--- src/rtl/pipeline_hazard_ctrl.sv ---
// pipeline_hazard_ctrl: load-use, branch-flush and MDU stall sequencer
// for the 5-stage MIPS pipeline; sits beside ID, ahead of ID/EXE.
//
// Parameter:
//   MDU_LATENCY   total stall cycles of a mult/div incl. start (2..15)
// Ports:
//   clk, rst          clock, synchronous active-high reset
//   id_rs, id_rt      source fields of the ID instruction
//   id_uses_rt        ID instruction reads rt
//   exe_mem_read      EXE instruction is a load
//   exe_rt            load destination in EXE
//   id_branch_taken   branch/jump resolved taken in ID
//   id_is_mdu         ID instruction is mult/div
//   pc_write          PC update enable
//   if_id_write       IF/ID update enable
//   if_id_flush       zero IF/ID on the next edge
//   id_exe_flush      bubble into ID/EXE
//   mdu_start         one-cycle MDU start pulse
//   mdu_busy          registered, high while waiting on the MDU
// Optional (define HAZARD_STATS_EN):
//   stall_cnt, flush_cnt  saturating 16-bit event counters
module pipeline_hazard_ctrl #(
    parameter int MDU_LATENCY = 4
) (
    input  logic       clk,
    input  logic       rst,
    input  logic [4:0] id_rs,
    input  logic [4:0] id_rt,
    input  logic       id_uses_rt,
    input  logic       exe_mem_read,
    input  logic [4:0] exe_rt,
    input  logic       id_branch_taken,
    input  logic       id_is_mdu,
    output logic       pc_write,
    output logic       if_id_write,
    output logic       if_id_flush,
    output logic       id_exe_flush,
    output logic       mdu_start,
    output logic       mdu_busy
`ifdef HAZARD_STATS_EN
    ,
    output logic [15:0] stall_cnt,
    output logic [15:0] flush_cnt
`endif
);

    typedef enum logic {
        RUN      = 1'b0,
        MDU_WAIT = 1'b1
    } state_t;

    // cnt holds the number of stall cycles still owed in MDU_WAIT; the
    // cycle in which it reads zero is the release cycle. Loading L-1
    // gives start + (L-1) waits = L stall cycles in total.
    localparam logic [3:0] CNT_LOAD = 4'(MDU_LATENCY - 1);

    state_t     state;
    logic [3:0] cnt;
    logic       lu;

    // Register 0 is hard-wired, so a load into it never creates a hazard.
    assign lu = exe_mem_read && (exe_rt != 5'd0) &&
                ((exe_rt == id_rs) || (id_uses_rt && (exe_rt == id_rt)));

    always_comb begin
        pc_write     = 1'b1;
        if_id_write  = 1'b1;
        if_id_flush  = 1'b0;
        id_exe_flush = 1'b0;
        mdu_start    = 1'b0;
        if (rst) begin
            pc_write     = 1'b0;
            if_id_write  = 1'b0;
            if_id_flush  = 1'b1;
            id_exe_flush = 1'b1;
        end else begin
            unique case (state)
                RUN: begin
                    if (lu) begin
                        pc_write     = 1'b0;
                        if_id_write  = 1'b0;
                        id_exe_flush = 1'b1;
                    end else if (id_is_mdu) begin
                        pc_write     = 1'b0;
                        if_id_write  = 1'b0;
                        id_exe_flush = 1'b1;
                        mdu_start    = 1'b1;
                    end else if (id_branch_taken) begin
                        if_id_flush  = 1'b1;
                    end
                end
                MDU_WAIT: begin
                    // Release cycle (cnt == 0) ignores all ID/EXE inputs.
                    if (cnt != 4'd0) begin
                        pc_write     = 1'b0;
                        if_id_write  = 1'b0;
                        id_exe_flush = 1'b1;
                    end
                end
                default: begin
                    pc_write     = 1'b1;
                end
            endcase
        end
    end

    always_ff @(posedge clk) begin
        if (rst) begin
            state    <= RUN;
            cnt      <= 4'd0;
            mdu_busy <= 1'b0;
        end else begin
            unique case (state)
                RUN: begin
                    if (!lu && id_is_mdu) begin
                        state    <= MDU_WAIT;
                        cnt      <= CNT_LOAD;
                        mdu_busy <= 1'b1;
                    end
                end
                MDU_WAIT: begin
                    if (cnt != 4'd0) begin
                        cnt <= cnt - 4'd1;
                    end else begin
                        state    <= RUN;
                        mdu_busy <= 1'b0;
                    end
                end
                default: begin
                    state    <= RUN;
                    cnt      <= 4'd0;
                    mdu_busy <= 1'b0;
                end
            endcase
        end
    end

`ifdef HAZARD_STATS_EN
    always_ff @(posedge clk) begin
        if (rst) begin
            stall_cnt <= 16'd0;
            flush_cnt <= 16'd0;
        end else begin
            if (!pc_write && (stall_cnt != 16'hFFFF)) begin
                stall_cnt <= stall_cnt + 16'd1;
            end
            if (if_id_flush && (flush_cnt != 16'hFFFF)) begin
                flush_cnt <= flush_cnt + 16'd1;
            end
        end
    end
`endif

endmodule
--- config.mk ---
export PLATFORM = sky130hd
export DESIGN_NAME = pipeline_hazard_ctrl
export DESIGN_NICKNAME = d
export VERILOG_FILES = /design/src/rtl/pipeline_hazard_ctrl.sv
export SDC_FILE = /design/constraint.sdc
export NUM_CORES = 1
export LEC_CHECK = 0
export CAP_MARGIN = 20
export CORE_AREA = 2 2 39 41
export CTS_BUF_LIST = sky130_fd_sc_hd__clkbuf_16
export CTS_CLUSTER_DIAMETER = 50
export DETAILED_ROUTE_END_ITERATION = 8
export DIE_AREA = 0 0 41 43
export PLACE_DENSITY = 0.77
export REMOVE_ABC_BUFFERS = 1
export SLEW_MARGIN = 40
export SYNTH_ARGS = -nofsm -noshare
export SYNTH_HDL_FRONTEND = slang
export SYNTH_SLANG_ARGS = --single-unit
--- constraint.sdc ---
create_clock -name clk -period 4.1 [get_ports clk]
set_input_delay 0.615 -clock clk [delete_from_list [all_inputs] [get_ports clk]]
set_output_delay 0.615 -clock clk [all_outputs]
set_load 0.05 [all_outputs]
Word-level counts from Yosys, hierarchy flattened

Cells that the tools add are included.

Output and inout port bits: 6
Bits in registers: 6
Input port bits: 21

$add $sub $neg: 1
Reduce and logical (&&, ||, !) cells: 10
Bitwise logic cells: 1
Eq/ne operators: 5
Mux-type cells: 26

Operator list:

| operator                                         | number |
|---|---|
| two-way mux 1 bit                                | 19 |
| == test 5 bit                                    | 2 |
| two-way mux 4 bit                                | 2 |
| case mux 1 bit (2 select lines)                  | 4 |
| case mux 4 bit (2 select lines)                  | 1 |
| nonzero test 5 bit                               | 1 |
| logical AND 1 bit                                | 4 |
| != test 2 bit, second input constant             | 2 |
| AND reduction 2 bit                              | 2 |
| nonzero test 4 bit                               | 1 |
| subtractor 4 x 1 -> 4 bit, second input constant | 1 |
| != test 2 x 1 -> 1 bit, second input constant    | 1 |
| logical NOT 1 bit                                | 1 |
| logical OR 1 bit                                 | 1 |
| inverter 1 bit                                   | 1 |

Longest topological paths before layout

Depth in word-level cells: 8
Gate-level depth with buffers: 7

Worst setup path after synthesis

Ideal clock, no wire load.

Kind: input-to-output
Start point: input exe_rt[4]
End point: output id_exe_flush
Path slack: 1.265 ns
Stages on the path: 5
Arrival time: 2.220 ns
Path buffers: 0
Data required time: 3.485 ns
Path through: xor2_1 -> nor4_2 -> a32oi_1 -> or2_4 -> a21oi_1

Word-level cells in the longest chain between the ends: 7
Elaborated cells between the ends (all ways): 10
Those cells by class: eq/ne (2); mux (3); reduce/logical (5)

Ends and longest elaborated chain:

| item                                | RTL line | source |
|---|---|---|
| from (decl)                         | 31       | `input logic [4:0] exe_rt,` |
| == test 5 bit                       | 63       | `((exe_rt == id_rs) \|\| (id_uses_rt && (exe_rt == id_rt)));` |
| logical AND 1 bit                   | 63       |  |
| logical OR 1 bit                    | 63       |  |
| logical AND 1 bit (*)               | 62       | `assign lu = exe_mem_read && (exe_rt != 5'd0) &&` |
| two-way mux 1 bit (*)               | 79       | `if (lu) begin` |
| case mux 1 bit (2 select lines) (*) | 77       | `unique case (state)` |
| two-way mux 1 bit (*)               | 71       | `if (rst) begin` |
| to (decl)                           | 37       | `output logic id_exe_flush,` |

Every way passes the cells marked *; elsewhere a longest branch is shown, timed or not.

Final worst setup path

Same ends and word-level chain as after synthesis.

==> impl_metrics.tcl <==
set metrics [dict create \
    synth.avg_cell_area_sq_um 8.143 \
    floorplan.die.height_microns 43 \
    crit_path_max_fanout 5 \
    fin_hold_ws_ns 0.4553 \
    drt_wl_total_microns 1133 \
    synthCells 61 \
    critPathKind "input port to output port" \
    yosys-top-cells-area "sky130_fd_sc_hd__dfxtp_1 24%, sky130_fd_sc_hd__xor2_1 16%, sky130_fd_sc_hd__a221oi_2 6.0%" \
    top_level_ports 27 \
    vias_per_cell 5.039 \
    finalMaxSlewViolations 0 \
    first_global_vias 504 \
    areaGrowthSynthToFinish_pct 68.51 \
    place_worst_setup_slack_ns 0.5021 \
    numClockSinks 6 \
    timing.setup.tns_ns 0 \
    fmax_mhz 279.9 \
    n_antenna_cell 0 \
    synth-edff-count 0 \
    fin_nets 111 \
    syn-cell-area_sq_um 496.7 \
    cts_hold_buf 0 \
    cp_cell_sequence "clkdlybuf4s50_1 -> xor2_1 -> nor4_2 -> a32oi_1 -> or2_4 -> a21oi_1 -> clkdlybuf4s50_1" \
    crit_path_max_incr_delay_ns 0.81 \
    first_pass_grt_wire_length_microns 1890 \
    finalWorstSetupSlack_ns 0.5271 \
    synth_top_area_cell "sky130_fd_sc_hd__dfxtp_1" \
    finalHoldViolCount 0 \
    detail_route.first_pass.iterations 4 \
    worst_ir_drop_vdd_mv 0.2083 \
    worst_slew_pin_slew_ns 0.4942 \
    grt_total_ovfl 0 \
    initial_core_util_pct 35.90 \
    cts_tree "done" \
    layout-drive-gt1-share_pct 11.49 \
    ys_seq_elements 6 \
    rsz0062_at_grt "no" \
    p_per_area_mw_per_mm2 382.5 \
    path_delay_family "buffers and inverters" \
    min_period_ns 3.573 \
    status "finished clean" \
    yosys-top-cells-count "9 x sky130_fd_sc_hd__xor2_1, 6 x sky130_fd_sc_hd__dfxtp_1, 6 x sky130_fd_sc_hd__nor2_1" \
    place_hpwl_microns 954.3 \
    cp-start-kind "input port" \
    yosysTopAreaCellShare_pct 24.18 \
    timing.critical_path.required_ns 3.48 \
    max-cap-violations 0 \
    cts_root_buf "sky130_fd_sc_hd__clkbuf_16" \
    io_buffers 26 \
    seq_area_frac_synth_pct 24.18 \
    final.period_utilization_pct 87.14 \
    timing.final.setup_violations 0 \
    crit_slowest_cell "sky130_fd_sc_hd__clkdlybuf4s50_1" \
    timing.max_slew.rel_slack_pct 66.95 \
    detail-route-antenna-nets 0 \
    grt.total_usage_pct 15.55 \
    worst_path_bufs_invs 2 \
    dr.first_iter.drc_count 4 \
    worst_endpoint_data_arrival_time_ns 2.96 \
    critical_path.most_common_cell "sky130_fd_sc_hd__clkdlybuf4s50_1" \
    dieWidth_microns 41 \
    grt_max_degree 13 \
    leading_cell_type_by_number_of_instances_after_synthesis "sky130_fd_sc_hd__xor2_1" \
    synth_cell_type_count 28 \
    crit_path_end_kind "output port" \
    fp-row-count 14 \
    core_area_sq_mm 0.001384 \
    dieArea_sq_mm 0.001763 \
    synth-warning-count 0 \
    avgRoutedWirePerCell_microns 11.00 \
    clock-skew-final_ns 0.001117 \
    grt_antenna_before_repair 0 \
    via_count 519 \
    postSynth.asyncResetShare_pct 0 \
    total_leakage_power_nw 0.3075 \
    synthFlopType "sky130_fd_sc_hd__dfxtp_1" \
    clkTransAtPathRegs_ns 0.03 \
    drc 0 \
    holdCritPathClass "register to register" \
    tritoncts.num_buffers 3 \
    cts-htree-levels 1 \
    buffer_depth_of_the_longest_clock_path 2 \
    cts-resized-gates 0 \
    post_cts_buffers 0 \
    clock_latency_ns 0.23 \
    gpl.final_weighted_congestion 0.6822 \
]
[cells by family (layout without fill, tap and decap cells)]
| family | after synthesis | after routing | share of synthesized area, % |
|---|---|---|---|
| buffers and inverters | 5 | 31 | 4.534 |
| DFF | 6 | 6 | 24.18 |
| xor gates and xnor gates | 10 | 10 | 17.63 |
| and+or+nand+nor | 24 | 24 | 27.20 |
| AOI/OAI and AO/OA | 15 | 15 | 23.93 |
| adders and majority gates | 1 | 1 | 2.518 |
[report_power, final]
part           switching, W  leakage, nW  internal, W
registers        0.00000587       0.0495    0.0000638
clock network     0.0000322       0.0370     0.000125
logic             0.0000489        0.221    0.0000442
[worst paths after layout]
check	from	to	slack (ns)	depth (start not counted)
max	exe_rt[4]	id_exe_flush	0.53	7
min	mdu_busy	mdu_busy	0.46	2
max reg2reg	cnt[0]	cnt[1]	2.55	5
min reg2reg	mdu_busy	mdu_busy	0.46	2
[cell usage in the layout (no fill, tap or decap), types with 3 or more instances in the layout]
master,synthesis,final
sky130_fd_sc_hd__xor2_1,9,9
sky130_fd_sc_hd__a21oi_1,4,4
sky130_fd_sc_hd__dfxtp_1,6,6
sky130_fd_sc_hd__clkdlybuf4s50_1,0,26
sky130_fd_sc_hd__nand2_1,5,5
sky130_fd_sc_hd__nor3_1,3,3
sky130_fd_sc_hd__nor2_1,6,6
sky130_fd_sc_hd__clkbuf_16,0,3
[metal layers]
layer	GRT usage, %	routed length (microns)	part of all wire, %	vias up
met3	3.665	73	6.4	2
met5	0	0	0	-
met1	16.67	437	39	223
met2	26.25	607	54	21
met4	8.000	14	1.2	0
li1	-	-	-	273
[per-stage QoR]
stage          total power [W]  cell area [sq um]  util (%)  cells
3_5_place_dp         0.0001647              762.0     55.06    100
5_1_grt              0.0003337              837.1     60.49    103
4_1_cts              0.0003233              837.1     60.49    103
6_report             0.0003201              837.1     60.49    103
3_3_place_gp         0.0001626              762.0     55.06    100
2_1_floorplan        0.0001238              481.7         -     58
[cell type report]
| class | instances | area, sq um |
|---|---|---|
| well taps | 16 | 20.02 |
| fillers | 124 | 546.8 |
| multi-input cells | 50 | 354.1 |
| flip-flops and latches | 6 | 120.1 |
| inverters | 2 | 7.507 |
| repair buffers | 26 | 260.3 |
| clock buffers | 3 | 75.07 |
[worst register-to-register path, delay by kind of cell (launching register included)]
kind,cells,cell delay (ns)
fa+ha+maj,1,0.21
flops,1,0.33
simple gates,2,0.57
compound gates,1,0.27
buf+inv,1,0.09
[state kept, by name (all words and copies together) (netlist names)]
register and count:
cnt 4, mdu_busy 1, state 1
Power figures use the tool's default switching activity.
